===== config.mk =====
export PLATFORM = sky130hd
export DESIGN_NAME = truth_table_sweeper
export DESIGN_NICKNAME = d
export VERILOG_FILES = /design/src/rtl/truth_table_pkg.sv /design/src/rtl/dwell_timer.sv /design/src/rtl/truth_table_sweeper.sv
export SDC_FILE = /design/constraint.sdc
export NUM_CORES = 1
export LEC_CHECK = 0
export BUFFER_PORTS_ARGS = -buffer_cell sky130_fd_sc_hd__clkbuf_2
export CORE_MARGIN = 1.5
export CORE_UTILIZATION = 54
export DETAILED_ROUTE_END_ITERATION = 10
export HOLD_SLACK_MARGIN = 0.15
export PLACE_DENSITY = 0.79
export SYNTH_ARGS = -nofsm -noshare
export SYNTH_HDL_FRONTEND = slang
export SYNTH_HIERARCHICAL = 1
export SYNTH_SLANG_ARGS = --single-unit

===== constraint.sdc =====
create_clock -name clk -period 2.5 [get_ports clk]
set_clock_uncertainty 0.05 [all_clocks]
set_input_delay 0.25 -clock clk [delete_from_list [all_inputs] [get_ports clk]]
set_output_delay 0.25 -clock clk [all_outputs]
set_load 0.01 [all_outputs]

===== src/rtl/truth_table_pkg.sv =====
// ---------------------------------------------------------------------------
// truth_table_pkg
// Shared definitions for the truth-table sweeper: sweep geometry and the
// controller state type.
//   NUM_VEC : number of input vectors swept (2^4 for a 4-input circuit)
//   VEC_W   : width of a vector index
//   TABLE_W : width of a full truth table (one bit per vector)
//   state_t : controller states IDLE / RUN / DONE
// ---------------------------------------------------------------------------
package truth_table_pkg;

    localparam int NUM_VEC = 16;
    localparam int VEC_W   = 4;
    localparam int TABLE_W = 16;

    typedef enum logic [1:0] {
        IDLE = 2'd0,
        RUN  = 2'd1,
        DONE = 2'd2
    } state_t;

endpackage


===== src/rtl/dwell_timer.sv =====
// ---------------------------------------------------------------------------
// dwell_timer
// Counts how long the current input vector has been applied to the circuit
// under test. The count runs 0..DWELL-1 and wraps, and 'last' flags the final
// cycle of each dwell period, which is when the sweeper samples f.
// Ports:
//   clk    : clock, rising edge
//   rst    : synchronous active-high reset (count -> 0)
//   clear  : force the count back to 0 (takes priority over enable)
//   enable : advance the count this cycle
//   last   : high while the count equals DWELL-1
// ---------------------------------------------------------------------------
module dwell_timer #(
    parameter int DWELL = 4
) (
    input  logic clk,
    input  logic rst,
    input  logic clear,
    input  logic enable,
    output logic last
);

    // A single-cycle dwell still needs a one-bit register to stay legal;
    // with DWELL=1 the count sits at 0 and 'last' is permanently high.
    localparam int CW = (DWELL > 1) ? $clog2(DWELL) : 1;
    localparam logic [CW-1:0] LAST_CNT = CW'(DWELL - 1);

    logic [CW-1:0] count_q;
    logic [CW-1:0] count_d;

    assign last = (count_q == LAST_CNT);

    always_comb begin
        count_d = count_q;
        if (clear) begin
            count_d = '0;
        end else if (enable) begin
            count_d = last ? '0 : count_q + CW'(1);
        end
    end

    always_ff @(posedge clk) begin
        if (rst) begin
            count_q <= '0;
        end else begin
            count_q <= count_d;
        end
    end

endmodule


===== src/rtl/truth_table_sweeper.sv =====
// ---------------------------------------------------------------------------
// truth_table_sweeper
// Drives all 16 input vectors of a 4-input circuit under test, holds each one
// for DWELL cycles, samples the circuit output f on the last dwell cycle and
// compares the captured truth table against a golden table latched at start.
// Ports:
//   clk, rst        : clock and synchronous active-high reset
//   start           : request a sweep (accepted in IDLE only)
//   abort           : abandon a sweep in progress (RUN only)
//   expected[15:0]  : golden truth table, latched when start is accepted
//   a, b, c, d      : current vector to the circuit under test, a = MSB
//   f               : circuit output sampled by the sweeper
//   busy            : sweep in progress
//   done            : one-cycle pulse at sweep completion
//   pass            : captured table matched expected (valid from done)
//   table_out[15:0] : captured truth table, bit i = f for vector i
//   fail_idx[3:0]   : lowest mismatching vector index, 0 when pass
// ---------------------------------------------------------------------------
module truth_table_sweeper
    import truth_table_pkg::*;
#(
    parameter int DWELL   = 4,
    parameter int NUM_VEC = 16
) (
    input  logic               clk,
    input  logic               rst,
    input  logic               start,
    input  logic               abort,
    input  logic [TABLE_W-1:0] expected,
    output logic               a,
    output logic               b,
    output logic               c,
    output logic               d,
    input  logic               f,
    output logic               busy,
    output logic               done,
    output logic               pass,
    output logic [TABLE_W-1:0] table_out,
    output logic [VEC_W-1:0]   fail_idx
);

    localparam logic [VEC_W-1:0] LAST_VEC = VEC_W'(NUM_VEC - 1);

    state_t             state_q,    state_d;
    logic [VEC_W-1:0]   vec_q,      vec_d;
    logic [TABLE_W-1:0] exp_q,      exp_d;
    logic [TABLE_W-1:0] table_q,    table_d;
    logic [VEC_W-1:0]   fail_idx_q, fail_idx_d;
    logic               mismatch_q, mismatch_d;
    logic               pass_q,     pass_d;

    logic dwell_last;
    logic timer_clear;
    logic timer_en;
    logic sample_bad;

    // The dwell count only moves in RUN; holding it cleared elsewhere means
    // every sweep (and every restart after abort) begins at count 0.
    assign timer_en    = (state_q == RUN);
    assign timer_clear = (state_q != RUN) || abort;

    dwell_timer #(
        .DWELL (DWELL)
    ) u_dwell_timer (
        .clk    (clk),
        .rst    (rst),
        .clear  (timer_clear),
        .enable (timer_en),
        .last   (dwell_last)
    );

    assign sample_bad = (f != exp_q[vec_q]);

    // Sweep sequencing. Abort takes priority over the sample taken on the
    // same cycle, so an aborted sweep never records a final sample or pulses
    // done. The pass verdict folds in the last sample because the mismatch
    // flag for vector 15 only lands on the same edge that enters DONE.
    always_comb begin
        state_d    = state_q;
        vec_d      = vec_q;
        exp_d      = exp_q;
        table_d    = table_q;
        fail_idx_d = fail_idx_q;
        mismatch_d = mismatch_q;
        pass_d     = pass_q;
        case (state_q)
            IDLE: begin
                if (start) begin
                    state_d    = RUN;
                    exp_d      = expected;
                    vec_d      = '0;
                    table_d    = '0;
                    fail_idx_d = '0;
                    mismatch_d = 1'b0;
                    pass_d     = 1'b0;
                end
            end
            RUN: begin
                if (abort) begin
                    state_d = IDLE;
                    pass_d  = 1'b0;
                end else if (dwell_last) begin
                    table_d[vec_q] = f;
                    if (sample_bad && !mismatch_q) begin
                        mismatch_d = 1'b1;
                        fail_idx_d = vec_q;
                    end
                    if (vec_q == LAST_VEC) begin
                        state_d = DONE;
                        pass_d  = !(mismatch_q || sample_bad);
                    end else begin
                        vec_d = vec_q + VEC_W'(1);
                    end
                end
            end
            DONE: begin
                state_d = IDLE;
            end
            default: begin
                state_d = IDLE;
            end
        endcase
    end

    always_ff @(posedge clk) begin
        if (rst) begin
            state_q    <= IDLE;
            vec_q      <= '0;
            exp_q      <= '0;
            table_q    <= '0;
            fail_idx_q <= '0;
            mismatch_q <= 1'b0;
            pass_q     <= 1'b0;
        end else begin
            state_q    <= state_d;
            vec_q      <= vec_d;
            exp_q      <= exp_d;
            table_q    <= table_d;
            fail_idx_q <= fail_idx_d;
            mismatch_q <= mismatch_d;
            pass_q     <= pass_d;
        end
    end

    // The vector is only presented while sweeping; the circuit under test
    // sees all-zero inputs otherwise.
    assign {a, b, c, d} = (state_q == RUN) ? vec_q : '0;
    assign busy         = (state_q == RUN);
    assign done         = (state_q == DONE);
    assign pass         = pass_q;
    assign table_out    = table_q;
    assign fail_idx     = fail_idx_q;

endmodule

==> results.cfg, run 1 <==
[layout]
fillers = 336
fin_area_um2 = 2670
area_growth_pct = 19.9
diodes = 0
layout_common_cells = 51 x a21oi_1, 47 x clkbuf_2, 46 x dfxtp_1
drive_above_1_share = 0.218
nNetsFinal = 337
instances_no_fill = 362
final_common_cell = a21oi_1

[worst_hold_path]
worstHoldEndpoint = u_dwell_timer/count_q[0]$_SDFFE_PP0P_
hold_path_depth = 4
hold_path.class = in2reg
worstHoldStart = abort

[route]
vias = 1946
dr.pass1.iters = 4
drt-initial-drc-count = 181
ant_nets = 0
route.detailed.drc = 0
viasPerCell = 5.38
wl_per_cell_um = 13.5
drt_wl_total_um = 4900

[clock_network]
cts_resized = 0
clock_latency_ps = 300
hold_buffers = 16
clkSinkCount = 46
cts_buffers = 5
ctsLongestPathBuffers = 2
cts_root_buffer = clkbuf_8
post_cts_buffers = 0
htreeDepth = 2
cts_tree = built
clkTransAtPathRegs_ps = 80

[worst_setup_path]
r2r_start = vec_q[1]$_SDFFE_PP0P_
timing_worst_setup_path_type = reg2reg
crit_arrival_ps = 2410
crit_fanout = 9
start_kind = flip-flop
worst_r2r_path_depth = 5
slowest_stage = mux4_1
cpPeakStageDelay_ps = 590
crit_family = multiplexers
crit_required_ps = 2630
r2r-end = fail_idx[2]$_SDFFE_PP0P_
critPathCaptureType = flip-flop
timing.critical_path.buf_inv = 0
path_cells = mux4_1 > mux4_2 > xor2_2 > nand2_4 > mux2i_1
rrSetupSlack_ps = 230

[yosys]
synth-seq-cells = 46
synth_simple_gate_area_share = 0.219
synth_xor_area_frac = 0.0152
syn_inst = 262
netlist_area_um2 = 2220
synth_warnings = 6
netlist-cell-type-count = 40
synth_mux_area_frac = 0.0782
syn_avg_cell_area_um2 = 8.49
synth_top_family_by_area = simple AND/OR/NAND/NOR gates
synth_adder_area_share = 0.0281
synth_compound_area_frac = 0.171
synth_nets = 288
ys_seq_area_frac = 0.414

[floorplanning]
core_area_um2 = 3970
die_w_um = 67.2
num_rows = 23
io_pins = 48
die_h_um = 67.2
dieArea_um2 = 4510
start_util = 0.560

[global_route]
antenna_found_initial = 0
grt_pass1_wl_um = 8050
grt_pass1_vias = 1777
track_usage = 0.234
grt.overflow.total = 0
grt_max_degree = 30

[sta]
maxSlewHeadroom = 0.500
max_freq_ghz = 0.440
finalSetupViolations = 0
drv_slew = 0
period_share = 0.909
post-route-min-period_ps = 2270
worst_pin_slew_ps = 750
tns_ps = 0
grt_setup_unrepaired = false
hold_violations = 0

[status]
outcome = finished clean

[placed_design]
dp.cells = 338
place_area_um2 = 2400
place_congestion = 0.801
io_buffers = 47
place_hpwl_um = 3140

[power]
power_mw = 1.47
ir_worst_vdd_mv = 0.341
leakagePower_nw = 1.10
power_density_nw_per_um2 = 549

[job]
cap_violations = 0
synthesized netlist by cell type:
cell type,instances,area [um^2]
xnor2_1,2,17.5
or3b_1,1,8.76
clkbuf_1,15,56.3
clkbuf_8,3,41.3
nand2_4,1,11.3
nor2b_1,3,18.8
dlygate4sd1_1,1,8.76
a31oi_1,1,6.26
xor2_2,1,16.3
and2_1,3,18.8
o32ai_1,1,8.76
buf_2,3,15.0
nor3b_1,1,7.51
nand3_1,18,90.1
ha_1,5,62.6
a311oi_1,1,8.76
mux4_2,2,45.0
inv_1,4,15.0
a21oi_1,51,255
nand2b_4,1,13.8
or2b_2,1,8.76
o21ai_0,8,40.0
nor4_1,1,6.26
buf_6,2,22.5
inv_2,2,7.51
a21o_2,1,8.76
or3_2,2,15.0
o21ai_1,8,40.0
mux4_1,3,78.8
dfxtp_1,46,921
nand2b_1,4,25.0
and3_1,2,12.5
nand3b_1,5,37.5
or2b_1,1,7.51
nor3_1,6,30.0
mux2i_1,5,50.1
a211oi_2,1,12.5
nand2_1,34,128
nor2_1,11,41.3
or2_1,1,6.26
routing by layer:
metal  share of wire  up-vias  GRT usage
li1                -     1005          -
met1            0.46      892      0.310
met2            0.48       42      0.385
met3           0.046        7     0.0517
met4           0.013        0     0.0689
met5               0        -          0
worst max-delay path by stage:
| stage | to | from | depth (start not counted) | slack (ps) |
|---|---|---|---|---|
| global placement | fail_idx[2]$_SDFFE_PP0P_ | vec_q[1]$_SDFFE_PP0P_ | 5 | 270 |
| global route | fail_idx[1]$_SDFFE_PP0P_ | vec_q[1]$_SDFFE_PP0P_ | 5 | 110 |
| detailed placement | fail_idx[2]$_SDFFE_PP0P_ | vec_q[1]$_SDFFE_PP0P_ | 5 | 230 |
| CTS | fail_idx[1]$_SDFFE_PP0P_ | vec_q[1]$_SDFFE_PP0P_ | 5 | 220 |
| floorplan | fail_idx[0]$_SDFFE_PP0P_ | vec_q[1]$_SDFFE_PP0P_ | 6 | 420 |
| finish | fail_idx[2]$_SDFFE_PP0P_ | vec_q[1]$_SDFFE_PP0P_ | 5 | 230 |
metrics by stage:
step,utilization,setup WS [ps],hold WS [ps]
2_1_floorplan,-,416,265
3_3_place_gp,0.605,269,392
3_5_place_dp,0.605,232,395
4_1_cts,0.672,221,266
5_1_grt,0.672,114,305
6_report,0.672,226,276
final cells by class:
class	count	area [um^2]	share of cell area
clock buffer	7	76.3	0.0286
clock inverter	1	30.0	0.0113
inverter	6	22.5	0.00844
multi-input combinational	186	1140	0.426
sequential	46	921	0.345
tap	50	62.6	0.0235
timing repair buffer	66	418	0.157
flip-flops by register name, indices dropped and copies added (netlist names):
signal / flops
table_out: 16
exp_q: 16
u_dwell_timer/count_q: 2
fail_idx: 4
pass: 1
state_q: 2
mismatch_q: 1
vec_q: 4
power breakdown:
part | switching, mW | total [mW] | internal, mW
clock network | 0.246 | 0.546 | 0.299
registers | 0.0118 | 0.762 | 0.751
logic | 0.0888 | 0.157 | 0.0685
total | 0.347 | 1.47 | 1.12
worst reg2reg max path: cells and delay by family (launching register included):
family / cells / cell delay (ps)
xor+xnor: 1 / 230
flops: 1 / 550
mux: 3 / 1220
simple gates: 1 / 100
kinds of logic (layout without fill, tap and decap cells):
kind of cell | Yosys count | in the layout
and+or+nand+nor | 96 | 96
xor gates and xnor gates | 3 | 3
AOI/OAI and AO/OA | 72 | 72
buffers and inverters | 30 | 80
muxes | 10 | 10
adders and majority gates | 5 | 5
DFF | 46 | 46
Power figures use the tool's default switching activity.
==> run 2, diff against run 1 <==
CORE_UTILIZATION = 53   (was 54)
PLACE_DENSITY = 0.78   (was 0.79)
SYNTH_HIERARCHICAL = unset   (was 1)
==> run 2 against run 1 <==
Critical path depth grew 1. Maximum frequency is 0.38% lower. Non-clock buffer count grew 5. Power is 0.21% lower. Critical path type unchanged. Largest cell class unchanged. Largest power group unchanged.
==> results.cfg, run 2 <==
[placed_design]
place_congestion = 0.863
place_area_um2 = 2430
io_buffers = 47
place_hpwl_um = 3260
dp.cells = 344

[layout]
nNetsFinal = 345
fin_util = 0.715
layout_common_cells = 47 x clkbuf_2, 45 x dfxtp_1, 36 x a21oi_1
area_growth_pct = 25.9
instances_no_fill = 368
diodes = 0
drive_above_1_share = 0.216
fin_area_um2 = 2700
final_common_cell = clkbuf_2

[clock_network]
cts_buffers = 5
clkSinkCount = 46
cts_root_buffer = clkbuf_8
htreeDepth = 2
cts_tree = built
clkTransAtPathRegs_ps = 80
clock_latency_ps = 300
ctsLongestPathBuffers = 2

[route]
ant_nets = 0
route.detailed.drc = 0
vias = 2035
drt_wl_total_um = 5100
wl_per_cell_um = 13.9
viasPerCell = 5.53
dr.pass1.iters = 4
drt-initial-drc-count = 188

[worst_hold_path]
hold_path.class = in2reg
hold_path_depth = 4

[worst_setup_path]
slowest_stage = mux4_2
rrSetupSlack_ps = 220
timing_worst_setup_path_type = reg2reg
cpPeakStageDelay_ps = 520
critPathCaptureType = flip-flop
worst_r2r_path_depth = 6
crit_fanout = 9
crit_required_ps = 2670
start_kind = flip-flop
path_cells = mux4_2 > mux4_2 > xnor2_2 > nor3_2 > buf_4 > mux2i_1
crit_arrival_ps = 2450
critPathMostFrequentCell = mux4_2

[floorplanning]
dieArea_um2 = 4430
io_pins = 48
core_area_um2 = 3770
die_h_um = 66.6
die_w_um = 66.6
num_rows = 22
start_util = 0.568

[yosys]
ys_top_cells_by_count = 46 x dfxtp_1, 36 x a21oi_1, 34 x nand2_1, 25 x nor2_1, 17 x o21ai_0
netlist-cell-type-count = 31
synth-seq-cells = 46
synth_nets = 285
synth_warnings = 0
syn_inst = 259
synth_area_leaders = dfxtp_1 43%, a21oi_1 8.4%, nand2_1 6.0%
yosysMostFrequentCell = dfxtp_1
syn_avg_cell_area_um2 = 8.28
synthFlopType = dfxtp_1
async_flop_share = 0
synth_edf_count = 0
synth.top_cell.area_share = 0.430
netlist_area_um2 = 2140
ys_seq_area_frac = 0.430
yosys.area.top_type = dfxtp_1

[power]
power_density_nw_per_um2 = 542
switching_share = 0.230
power_switching_mw = 0.337
p_int_mw = 1.13
power_frac_comb = 0.113
leakagePower_nw = 1.09
p_clk_frac = 0.364
ir_worst_vdd_mv = 0.455
pwr-share-seq = 0.523

[global_route]
grt_max_degree = 48
grt_pass1_vias = 1900
antenna_found_initial = 0
grt_pass1_wl_um = 8630
track_usage = 0.260
grt.overflow.total = 0

[sta]
period_share = 0.913
max_freq_ghz = 0.438
grt_setup_unrepaired = false
drv_slew = 0
maxSlewHeadroom = 0.585
hold_violations = 0
finalSetupViolations = 0
worst_pin_slew_ps = 623
whs_ps = 251
tns_ps = 0
post-route-min-period_ps = 2280

[status]
outcome = finished clean

[job]
cap_violations = 0
run 2: cell types whose count changed after synthesis, sizes merged, moves of 2 or more:
cell	before	now
o21a	0	12
a21oi	51	36
or2b	2	0
nand2b	5	8
clkbuf	18	16
nand3	18	4
inv	6	4
a31oi	1	5
nand4	0	5
or3	2	7
buf	5	2
nor3	6	4
nor2	11	25
run 2: power by group through the flow:
stage	combinational, mW	clock [mW]	sequential (mW)
after detailed placement	0.142	0	0.781
after CTS	0.162	0.549	0.764
final	0.166	0.532	0.764
after global routing	0.184	0.585	0.767
after floorplan	0.0967	0	0.778
after global placement	0.139	0	0.781
run 2: cell families (layout without fill, tap and decap cells):
family | after synthesis | after routing | share of synthesized area
xor+xnor | 2 | 2 | 0.0117
flops | 46 | 46 | 0.430
fa+ha+maj | 5 | 5 | 0.0292
mux | 9 | 9 | 0.0712
simple gates | 102 | 102 | 0.229
compound gates | 72 | 72 | 0.188
buf+inv | 23 | 84 | 0.0409
run 2: what timing repair did:
| item | 4_1_cts | 5_1_grt |
|---|---|---|
| setup endpoints to repair | 0 | 4 |
| setup buffers | 0 | 0 |
| resized for setup | 0 | 1 |
| hold endpoints to repair | 16 | 0 |
| hold buffers | 16 | 0 |
run 2: final timing paths:
path                                                            start                                    end
worst max-delay path                            vec_q[1]$_SDFFE_PP0P_               fail_idx[0]$_SDFFE_PP0P_
worst min-delay path                                            abort                state_q[0]$_SDFFE_PP0P_
worst max register to register                  vec_q[1]$_SDFFE_PP0P_               fail_idx[0]$_SDFFE_PP0P_
worst min register to register  u_dwell_timer.count_q[0]$_SDFFE_PP0P_  u_dwell_timer.count_q[0]$_SDFFE_PP0P_
run 2: worst max-delay path, delay by kind of cell, from the launching register on:
family                 cells  cell delay [ps]
XOR/XNOR                   1              180
buffers and inverters      1              170
flip-flops                 1              450
AND/OR/NAND/NOR            1              110
multiplexers               3             1240
run 2: metal layers:
layer | track usage | wire, um | up-vias
met5 | 0 | 0 | -
met4 | 0.0893 | 93 | 0
met3 | 0.0676 | 277 | 8
met2 | 0.411 | 2400 | 72
met1 | 0.343 | 2330 | 935
li1 | - | - | 1020
run 2: area by class of cell:
cell class | count | area [um^2]
Multi-Input combinational cell | 190 | 1130
Fill cell | 294 | 1070
Sequential cell | 46 | 922
Timing Repair Buffer | 71 | 455
Clock buffer | 7 | 76.3
Tap cell | 48 | 60.1
Clock inverter | 1 | 30.0
Inverter | 5 | 18.8
run 2: per-stage QoR:
step           power, mW  worst slack, ps
2_1_floorplan      0.874              209
3_3_place_gp       0.920              208
3_5_place_dp       0.924             67.8
4_1_cts             1.48             48.0
5_1_grt             1.54             79.2
6_report            1.46              218
